$ cat config.mk
export PLATFORM = sky130hd
export DESIGN_NAME = sum_accumulator
export DESIGN_NICKNAME = d
export VERILOG_FILES = /design/src/rtl/sum_accumulator.sv
export SDC_FILE = /design/constraint.sdc
export NUM_CORES = 1
export LEC_CHECK = 0
export CAP_MARGIN = 15
export CORE_MARGIN = 1
export CORE_UTILIZATION = 25
export CTS_CLUSTER_DIAMETER = 100
export DETAILED_ROUTE_END_ITERATION = 6
export PLACE_DENSITY = 0.53
export REMOVE_ABC_BUFFERS = 1
export SYNTH_ARGS = -nofsm -noshare
export SYNTH_HDL_FRONTEND = slang
export SYNTH_SLANG_ARGS = --single-unit
$ cat constraint.sdc
create_clock -name clk -period 4.75 [get_ports clk]
set_input_delay 1.425 -clock clk [delete_from_list [all_inputs] [get_ports clk]]
set_output_delay 1.425 -clock clk [all_outputs]
set_load 0.01 [all_outputs]
$ cat src/rtl/sum_accumulator.sv
// sum_accumulator: block accumulator for the adder's sum stream.
// Emits total and truncated average every 2^LOG2_N samples.
module sum_accumulator #(
  parameter int SUM_W  = 9,
  parameter int LOG2_N = 3,
  parameter int ACC_W  = SUM_W + LOG2_N
) (
  input  logic             clk,
  input  logic             rst_n,
  input  logic             clear,
  input  logic             in_valid,
  output logic             in_ready,
  input  logic [SUM_W-1:0] in_sum,
  output logic             out_valid,
  input  logic             out_ready,
  output logic [ACC_W-1:0] out_total,
  output logic [SUM_W-1:0] out_avg
);

  typedef enum logic {
    ACCUM = 1'b0,
    HOLD  = 1'b1
  } state_t;

  state_t            state, state_n;
  logic [ACC_W-1:0]  acc, acc_n;
  logic [LOG2_N-1:0] cnt, cnt_n;
  logic              valid_n;
  logic [ACC_W-1:0]  total_n;
  logic [SUM_W-1:0]  avg_n;
  logic [ACC_W-1:0]  sum;
  logic              accept;
  logic              last;

  // A slot opens when idle-collecting or when the held result leaves.
  assign in_ready = (state == ACCUM) || out_ready;
  // A sample arriving alongside clear is dropped.
  assign accept   = in_valid && in_ready && !clear;
  assign sum      = acc + ACC_W'(in_sum);
  assign last     = &cnt;

  // Next-state, accumulator and result update.
  always_comb begin
    state_n = state;
    acc_n   = acc;
    cnt_n   = cnt;
    valid_n = out_valid;
    total_n = out_total;
    avg_n   = out_avg;
    if (clear) begin
      state_n = ACCUM;
      acc_n   = '0;
      cnt_n   = '0;
      valid_n = 1'b0;
    end else begin
      unique case (state)
        ACCUM: begin
          if (accept) begin
            if (last) begin
              total_n = sum;
              avg_n   = SUM_W'(sum >> LOG2_N);
              valid_n = 1'b1;
              acc_n   = '0;
              cnt_n   = '0;
              state_n = HOLD;
            end else begin
              acc_n = sum;
              cnt_n = cnt + LOG2_N'(1);
            end
          end
        end
        HOLD: begin
          if (out_ready) begin
            valid_n = 1'b0;
            state_n = ACCUM;
            if (accept) begin
              acc_n = ACC_W'(in_sum);
              cnt_n = LOG2_N'(1);
            end
          end
        end
        default: begin
          state_n = ACCUM;
        end
      endcase
    end
  end

  // State and datapath registers.
  always_ff @(posedge clk or negedge rst_n) begin
    if (!rst_n) begin
      state     <= ACCUM;
      acc       <= '0;
      cnt       <= '0;
      out_valid <= 1'b0;
      out_total <= '0;
      out_avg   <= '0;
    end else begin
      state     <= state_n;
      acc       <= acc_n;
      cnt       <= cnt_n;
      out_valid <= valid_n;
      out_total <= total_n;
      out_avg   <= avg_n;
    end
  end

endmodule

* Yosys cells after proc, flatten, opt, wreduce, memory -nomap -nowiden
Cells that the tools add are included.
Operators by class: add/sub/neg operators 2, equal/unequal tests 4, muxes and demuxes 22, bitwise logic cells 2, reductions and logical operators 8
Operators by type and width (number):
- $mux W12 | 5
- $pmux W12 S2 | 1
- $mux W3 | 5
- $add A12 B9 Y12 | 1
- $ne A3 B3 Y1 const B | 3
- $reduce_and A3 Y1 | 3
- $mux W1 | 8
- $pmux W3 S2 | 1
- $reduce_and A6 Y1 | 1
- $pmux W1 S2 | 2
- $add A3 B1 Y3 const B | 1
- $ne A3 B2 Y1 const B | 1
- $logic_and A1 B1 Y1 | 2
- $not A1 Y1 | 2
- $logic_not A1 Y1 | 1
- $logic_or A1 B1 Y1 | 1
Word-level totals: register bits after elaboration 38, input bits 14, output and inout bits 23, word-level logic and storage cells 44

* Longest topological paths before layout
Gate-level depths: netlist (run 1).
word-level depth 8, depth in mapped cells 8, gate-level depth less buffers 8

* Worst setup path before layout (run 1)
No wires, ideal clock.
kind input-to-reg, start input in_sum[0], end register out_total[8], library setup time 0.125 ns, arrival time 2.987 ns, required time 4.625 ns, setup slack 1.638 ns, cell stages on the path 8, buffers on the path 0, cell sequence ha_1 inv_1 fa_1 nand2b_1 a211oi_1 o41ai_2 xnor2_1 mux2_2
On the way: word-level cells in the longest chain between the ends 1
Ends and longest elaborated chain:
- start, declared | RTL line 13 | input logic [SUM_W-1:0] in_sum,
- $add A12 B9 Y12 | RTL line 39 | assign sum = acc + ACC_W'(in_sum);
- end signal, assigned | RTL line 103 | out_total <= total_n;
- end, declared | RTL line 16 | output logic [ACC_W-1:0] out_total,
No other way between the ends. A chain may end at the register's enable or synchronous reset.

* Worst setup path after layout (run 1)
start input out_ready, end output in_ready
On the way: word-level cells in the longest chain between the ends 1
Ends and longest elaborated chain:
- start, declared | RTL line 15 | input logic out_ready,
- $logic_or A1 B1 Y1 | RTL line 36 | assign in_ready = (state == ACCUM) || out_ready;
- end, declared | RTL line 12 | output logic in_ready,
No other way between the ends.

==> results of run 1 <==
-- final cells by class --
class / instances / area [sq um] / share of cell area
sequential: 29 / 726 / 0.310
timing repair buffer: 40 / 390 / 0.167
multi-input combinational: 143 / 1000 / 0.428
tap: 96 / 120 / 0.0513
clock buffer: 8 / 80.1 / 0.0342
inverter: 6 / 22.5 / 0.00962
-- layer usage --
metal	vias up	global-route usage	part of all wire
met4	0	0.0358	0.011
met3	6	0.0386	0.059
met5	-	0	0
li1	762	-	-
met1	740	0.159	0.48
met2	40	0.188	0.45
-- tightest hold or removal path: stages (launching register included) --
cell,delay [ns]
dfrtp_1,0.34
nand2_1,0.04
o21ai_0,0.06
-- per-stage QoR --
stage	util	setup slack [ns]	area, sq um
6_report	0.337	0.644	2340
5_1_grt	0.337	0.588	2340
4_1_cts	0.337	0.635	2340
3_5_place_dp	0.326	0.640	2260
3_3_place_gp	0.326	0.670	2260
2_1_floorplan	-	1.64	1750
-- registers in the layout, summed over array words and instances (netlist names) --
register,flops
cnt,3
out_total,12
out_valid,1
acc,12
state,1
-- cell usage after synthesis, drive strengths merged (5+ instances only) --
master and number:
a21oi 12, a22oi 5, buf 10, clkbuf 5, dfrtp 29, ha 11
inv 6, nand2 27, nand3 6, nor2 9, o21ai 15
-- power by group --
group          switching [mW]  internal [mW]
combinational          0.0932         0.0675
clock                  0.0910          0.104
sequential             0.0101          0.260
total                   0.194          0.432
-- final timing paths --
check / startpoint / to / slack [ns] / depth (start not counted)
worst min-delay path: out_total[1] / out_total[1] / 0.47 / 2
max in group asynchronous: rst_n / acc[0] / 2.94 / 2
worst max register to register: acc[0] / out_total[8] / 2.57 / 8
min in group asynchronous: rst_n / acc[9] / 1.54 / 2
worst max-delay path: out_ready / in_ready / 0.64 / 3
worst min register to register: out_total[1] / out_total[1] / 0.47 / 2
-- cells in the final DEF, fill, tap and decap left out, types with 3 or more instances in the layout --
cell / instances
clkdlybuf4s50_1: 36
dfrtp_1: 29
nand2_1: 27
o21ai_0: 14
a21oi_1: 11
ha_1: 11
nor2_1: 9
inv_1: 6
nand3_1: 5
a22oi_1: 5
clkbuf_8: 5
nor3_1: 4
xor2_1: 4
o211ai_1: 4
buf_4: 4
nand2b_1: 3
a211oi_1: 3
xnor2_1: 3
clkbuf_1: 3
-- logic make-up (layout without fill, tap and decap cells) --
group	count (synthesis)	after routing
and+or+nand+nor	63	63
AOI/OAI and AO/OA	58	58
adders and majority gates	12	12
buffers and inverters	21	54
xor gates and xnor gates	7	7
DFF	29	29
muxes	3	3
==> key figures, run 1 <==
Synth
  • #FFs+latches synth: 29
  • Post-synthesis async set-or-reset flop share: 1.00
  • Synth Area in Compound Gates: 0.235
  • Leading area contributor after synthesis: dfrtp_1
  • Largest cells by area after synthesis: dfrtp_1 39%, ha_1 7.5%, nand2_1 5.5%
  • Post-synth EDFFs: 0
  • Simple-Gate Fraction of Synth Area: 0.172
  • Share of the synthesized area in the top cell type: 0.393
  • Mapped Area: 1840 sq um
  • Synth Area per Inst: 9.56 sq um
  • Adder-Cell Fraction of Synth Area: 0.0855
  • YS warnings: 0
  • Mapped Cells: 193
  • Multiplexer area fraction after synthesis: 0.0170
  • Combinational family with the most area after synthesis: compound AO/OA/AOI/OAI gates
  • Top_reg_cell synth: dfrtp_1
  • Sequential-to-total area share from yosys stat: 0.393
  • Synth Area in XOR/XNOR: 0.0332
  • Netlist cell types: 49

Global routing
  • Vias in the first global route: 1469
  • Initial antenna violation count: 0
  • Largest net degree at the start of global routing: 30
  • GRT Total Usage: 0.121
  • Global route overflow: 0
  • First-pass GRT wire length: 7070 um

Routing
  • DR WL/cell: 13.4 um
  • DRT Pass-1 Iters: 4
  • DRT Wirelength: 4310 um
  • Initial DRC Count: 56
  • Vias per std cell: 4.81
  • DRC viols: 0
  • Via Count: 1548
  • Post-DRT Antenna Nets: 0

Place
  • Port bufs: 36
  • Post-DP HPWL: 3170 um
  • GP Congestion: 0.785
  • Inst Count DP: 314

Floorplan
  • Die Span Y: 87.9 um
  • Io pins: 37
  • Die ar.: 7720 sq um
  • Site row count: 30
  • Core area: 6940 sq um
  • Die Wd: 87.9 um
  • Initial Util: 0.266

Setup path
  • Crit path DAT: 2.68 ns
  • Crit-path max FO: 6
  • CP max stage delay: 0.58 ns
  • Crit path capture type: output pin
  • WP buf/inv: 2
  • CP top delay family: buffers and inverters
  • Critical path class: input port to output pin
  • Cell repeated most along the worst path: clkdlybuf4s50_1
  • WP data required: 3.32 ns
  • Slowest CP cell: clkdlybuf4s50_1
  • Critical-path cell list: clkdlybuf4s50_1 -> nand2b_1 -> clkdlybuf4s50_1
  • CP Launch Type: input port

Timing
  • Clock skew: 0.00340 ns
  • Slew Limit Headroom: 0.684
  • Worst Hold Slack: 0.475 ns
  • Fmax: 244 MHz
  • Fin crit share: 0.864
  • TNS Setup: 0 ns
  • Least-Margin Pin Slew: 0.474 ns
  • Final Max Tran Viols: 0
  • Final setup viols: 0
  • Final Critical Period: 4.11 ns
  • Unrepaired setup endpoints after global routing: no
  • Final Hold Viols: 0

Clock tree
  • Clk buf depth: 2
  • Skew-Pair Late Insertion Delay: 0.28 ns
  • Clock root buffer master: clkbuf_8
  • Htree depth: 2
  • Post-CTS resize count: 0
  • TritonCTS Sinks: 29
  • CTS tree: done
  • Inserted Clock Buffers: 5
  • Clock transition at the registers of the reported paths: 0.06 ns
  • Postcts setup bufs: 0
  • CTS Hold Bufs: 0

Finish
  • Final Non-Filler Cells: 322
  • Area Growth Syn to Fin: 26.9%
  • Antenna Cells: 0
  • NumNets Final: 251
  • Share of layout cells above drive strength 1: 0.0973
  • Fillers: 705

Power and ir drop
  • Power, Total: 0.626 mW
  • Power per standard cell area: 267 nW/um^2
  • Leak Pwr: 0.986 nW
  • Max VDD drop: 0.0866 mV

Worst hold path
  • Worst Hold Class: flop to flop

Status
  • Status: finished clean

Flow run
  • Max Cap Viol: 0
(Power assumes the default switching activity.)
==> run 2: changes to the inputs <==
--- a/config.mk
+++ b/config.mk
@@ -10,6 +10,7 @@
 export CORE_UTILIZATION = 25
 export CTS_CLUSTER_DIAMETER = 100
 export DETAILED_ROUTE_END_ITERATION = 6
+export GPL_TIMING_DRIVEN = 0
 export PLACE_DENSITY = 0.53
 export REMOVE_ABC_BUFFERS = 1
 export SYNTH_ARGS = -nofsm -noshare
==> key figures, run 2 (same netlist as run 1, synthesis figures left out) <==
Place
  • Post-DP HPWL: 3070 um
  • Inst Count DP: 310
  • Port bufs: 36
  • Placed Area: 2230 sq um
  • GP Congestion: 0.827
  • Post-Place Worst Slack: 0.624 ns

Clock tree
  • Inserted Clock Buffers: 5
  • Clk buf depth: 2
  • Post-CTS resize count: 0
  • Htree depth: 2
  • TritonCTS Sinks: 29
  • CTS Hold Bufs: 0
  • CTS tree: done
  • Postcts setup bufs: 0
  • Clock transition at the registers of the reported paths: 0.07 ns
  • Clock root buffer master: clkbuf_8
  • Skew-Pair Late Insertion Delay: 0.29 ns

Flow run
  • Max Cap Viol: 0

Floorplan
  • Site row count: 30
  • Io pins: 37
  • Die Span Y: 87.9 um
  • Die ar.: 7720 sq um
  • Die Wd: 87.9 um
  • Core area: 6940 sq um
  • Initial Util: 0.266

Finish
  • Antenna Cells: 0
  • Most common cell after layout, fill and taps aside: clkdlybuf4s50_1
  • Post-route cell area: 2340 sq um
  • Fillers: 725
  • Share of layout cells above drive strength 1: 0.0991
  • Final Non-Filler Cells: 318
  • NumNets Final: 247
  • Largest regs: acc: 12 flops, out_total: 12 flops, cnt: 3 flops
  • Layout Utilization: 0.337
  • Most frequent cells in the layout: 35 x clkdlybuf4s50_1, 29 x dfrtp_1, 27 x nand2_1, 14 x o21ai_0
  • Area Growth Syn to Fin: 26.9%

Timing
  • Clock skew: 0.00527 ns
  • Final Max Tran Viols: 0
  • Slew Limit Headroom: 0.155
  • Final Critical Period: 4.13 ns
  • Final WS setup: 0.620 ns
  • Final setup viols: 0
  • Least-Margin Pin Slew: 1.26 ns
  • Final Hold Viols: 0
  • Unrepaired setup endpoints after global routing: no
  • TNS Setup: 0 ns
  • Fmax: 242 MHz
  • Fin crit share: 0.870

Global routing
  • Vias in the first global route: 1433
  • GRT Total Usage: 0.118
  • Largest net degree at the start of global routing: 30
  • Global route overflow: 0
  • Initial antenna violation count: 0
  • First-pass GRT wire length: 6840 um

Routing
  • Post-DRT Antenna Nets: 0
  • DR WL/cell: 13.4 um
  • DRT Pass-1 Iters: 6
  • Initial DRC Count: 58
  • DRC viols: 0
  • Vias per std cell: 4.78
  • DRT Wirelength: 4250 um
  • Via Count: 1521

Worst hold path
  • Hold Path Sink: out_total[1]
  • Worst Hold Class: flop to flop
  • Hold path cells: 2
  • HP Start: out_total[1]

Setup path
  • Worst r2r src: acc[0]
  • CP max stage delay: 0.58 ns
  • Reg-to-Reg End: out_total[8]
  • Crit path DAT: 2.71 ns
  • Critical-path cell list: clkdlybuf4s50_1 -> nand2b_1 -> clkdlybuf4s50_1
  • WP data required: 3.32 ns
  • CP Launch Type: input port
  • Cell repeated most along the worst path: clkdlybuf4s50_1
  • Crit path capture type: output pin
  • FF-to-FF setup slack: 2.52 ns
  • R2r worst-path depth: 8
  • Slowest CP cell: clkdlybuf4s50_1
  • Critical path class: input port to output pin
  • CP top delay family: buffers and inverters
  • WP buf/inv: 2
  • Crit-path max FO: 6

Power and ir drop
  • Max VDD drop: 0.101 mV
  • Leak Pwr: 0.982 nW
  • Power per standard cell area: 295 nW/um^2

Status
  • Status: finished clean
[run 2: stage by stage]
stage | power [mW] | hold slack, ns
floorplan | 0.385 | 0.484
global placement | 0.431 | 0.462
detailed placement | 0.433 | 0.463
CTS | 0.700 | 0.485
global route | 0.726 | 0.513
finish | 0.690 | 0.477
[run 2: final cells by class]
cell class                      instances  area (sq um)  share of cell area
Clock inverter                          3          46.3              0.0198
Tap cell                               96           120              0.0513
Timing Repair Buffer                   36           355               0.152
Sequential cell                        29           726               0.310
Inverter                                6          22.5             0.00962
Clock buffer                            5          68.8              0.0294
Multi-Input combinational cell        143          1000               0.428
[run 2: layer usage]
layer  wire [um]  up-vias  track usage
li1            -      750            -
met1        2100      731        0.157
met2        1850       34        0.178
met3         217        6       0.0368
met4          74        0       0.0492
met5           0        -            0
[run 2: worst max-delay path by stage]
| stage | startpoint | to | cells after the start |
|---|---|---|---|
| 6_report | out_ready | in_ready | 3 |
| 5_1_grt | out_ready | in_ready | 3 |
| 4_1_cts | out_ready | in_ready | 3 |
| 3_5_place_dp | out_ready | in_ready | 3 |
| 3_3_place_gp | out_ready | in_ready | 3 |
| 2_1_floorplan | in_sum[0] | out_total[8] | 8 |
[run 2: power breakdown]
part	internal [mW]	switching [mW]
Sequential	0.260	0.00993
Combinational	0.0659	0.0915
Clock	0.157	0.106
Total	0.483	0.207
[run 2: worst reg2reg max path, delay by kind of cell (launching register included)]
| kind | cells | cell delay, ns |
|---|---|---|
| AND/OR/NAND/NOR | 1 | 0.21 |
| buffers and inverters | 1 | 0.06 |
| XOR/XNOR | 1 | 0.16 |
| adder cells (fa/ha/maj) | 2 | 0.56 |
| AO/OA/AOI/OAI | 2 | 0.50 |
| multiplexers | 1 | 0.28 |
| flip-flops | 1 | 0.35 |
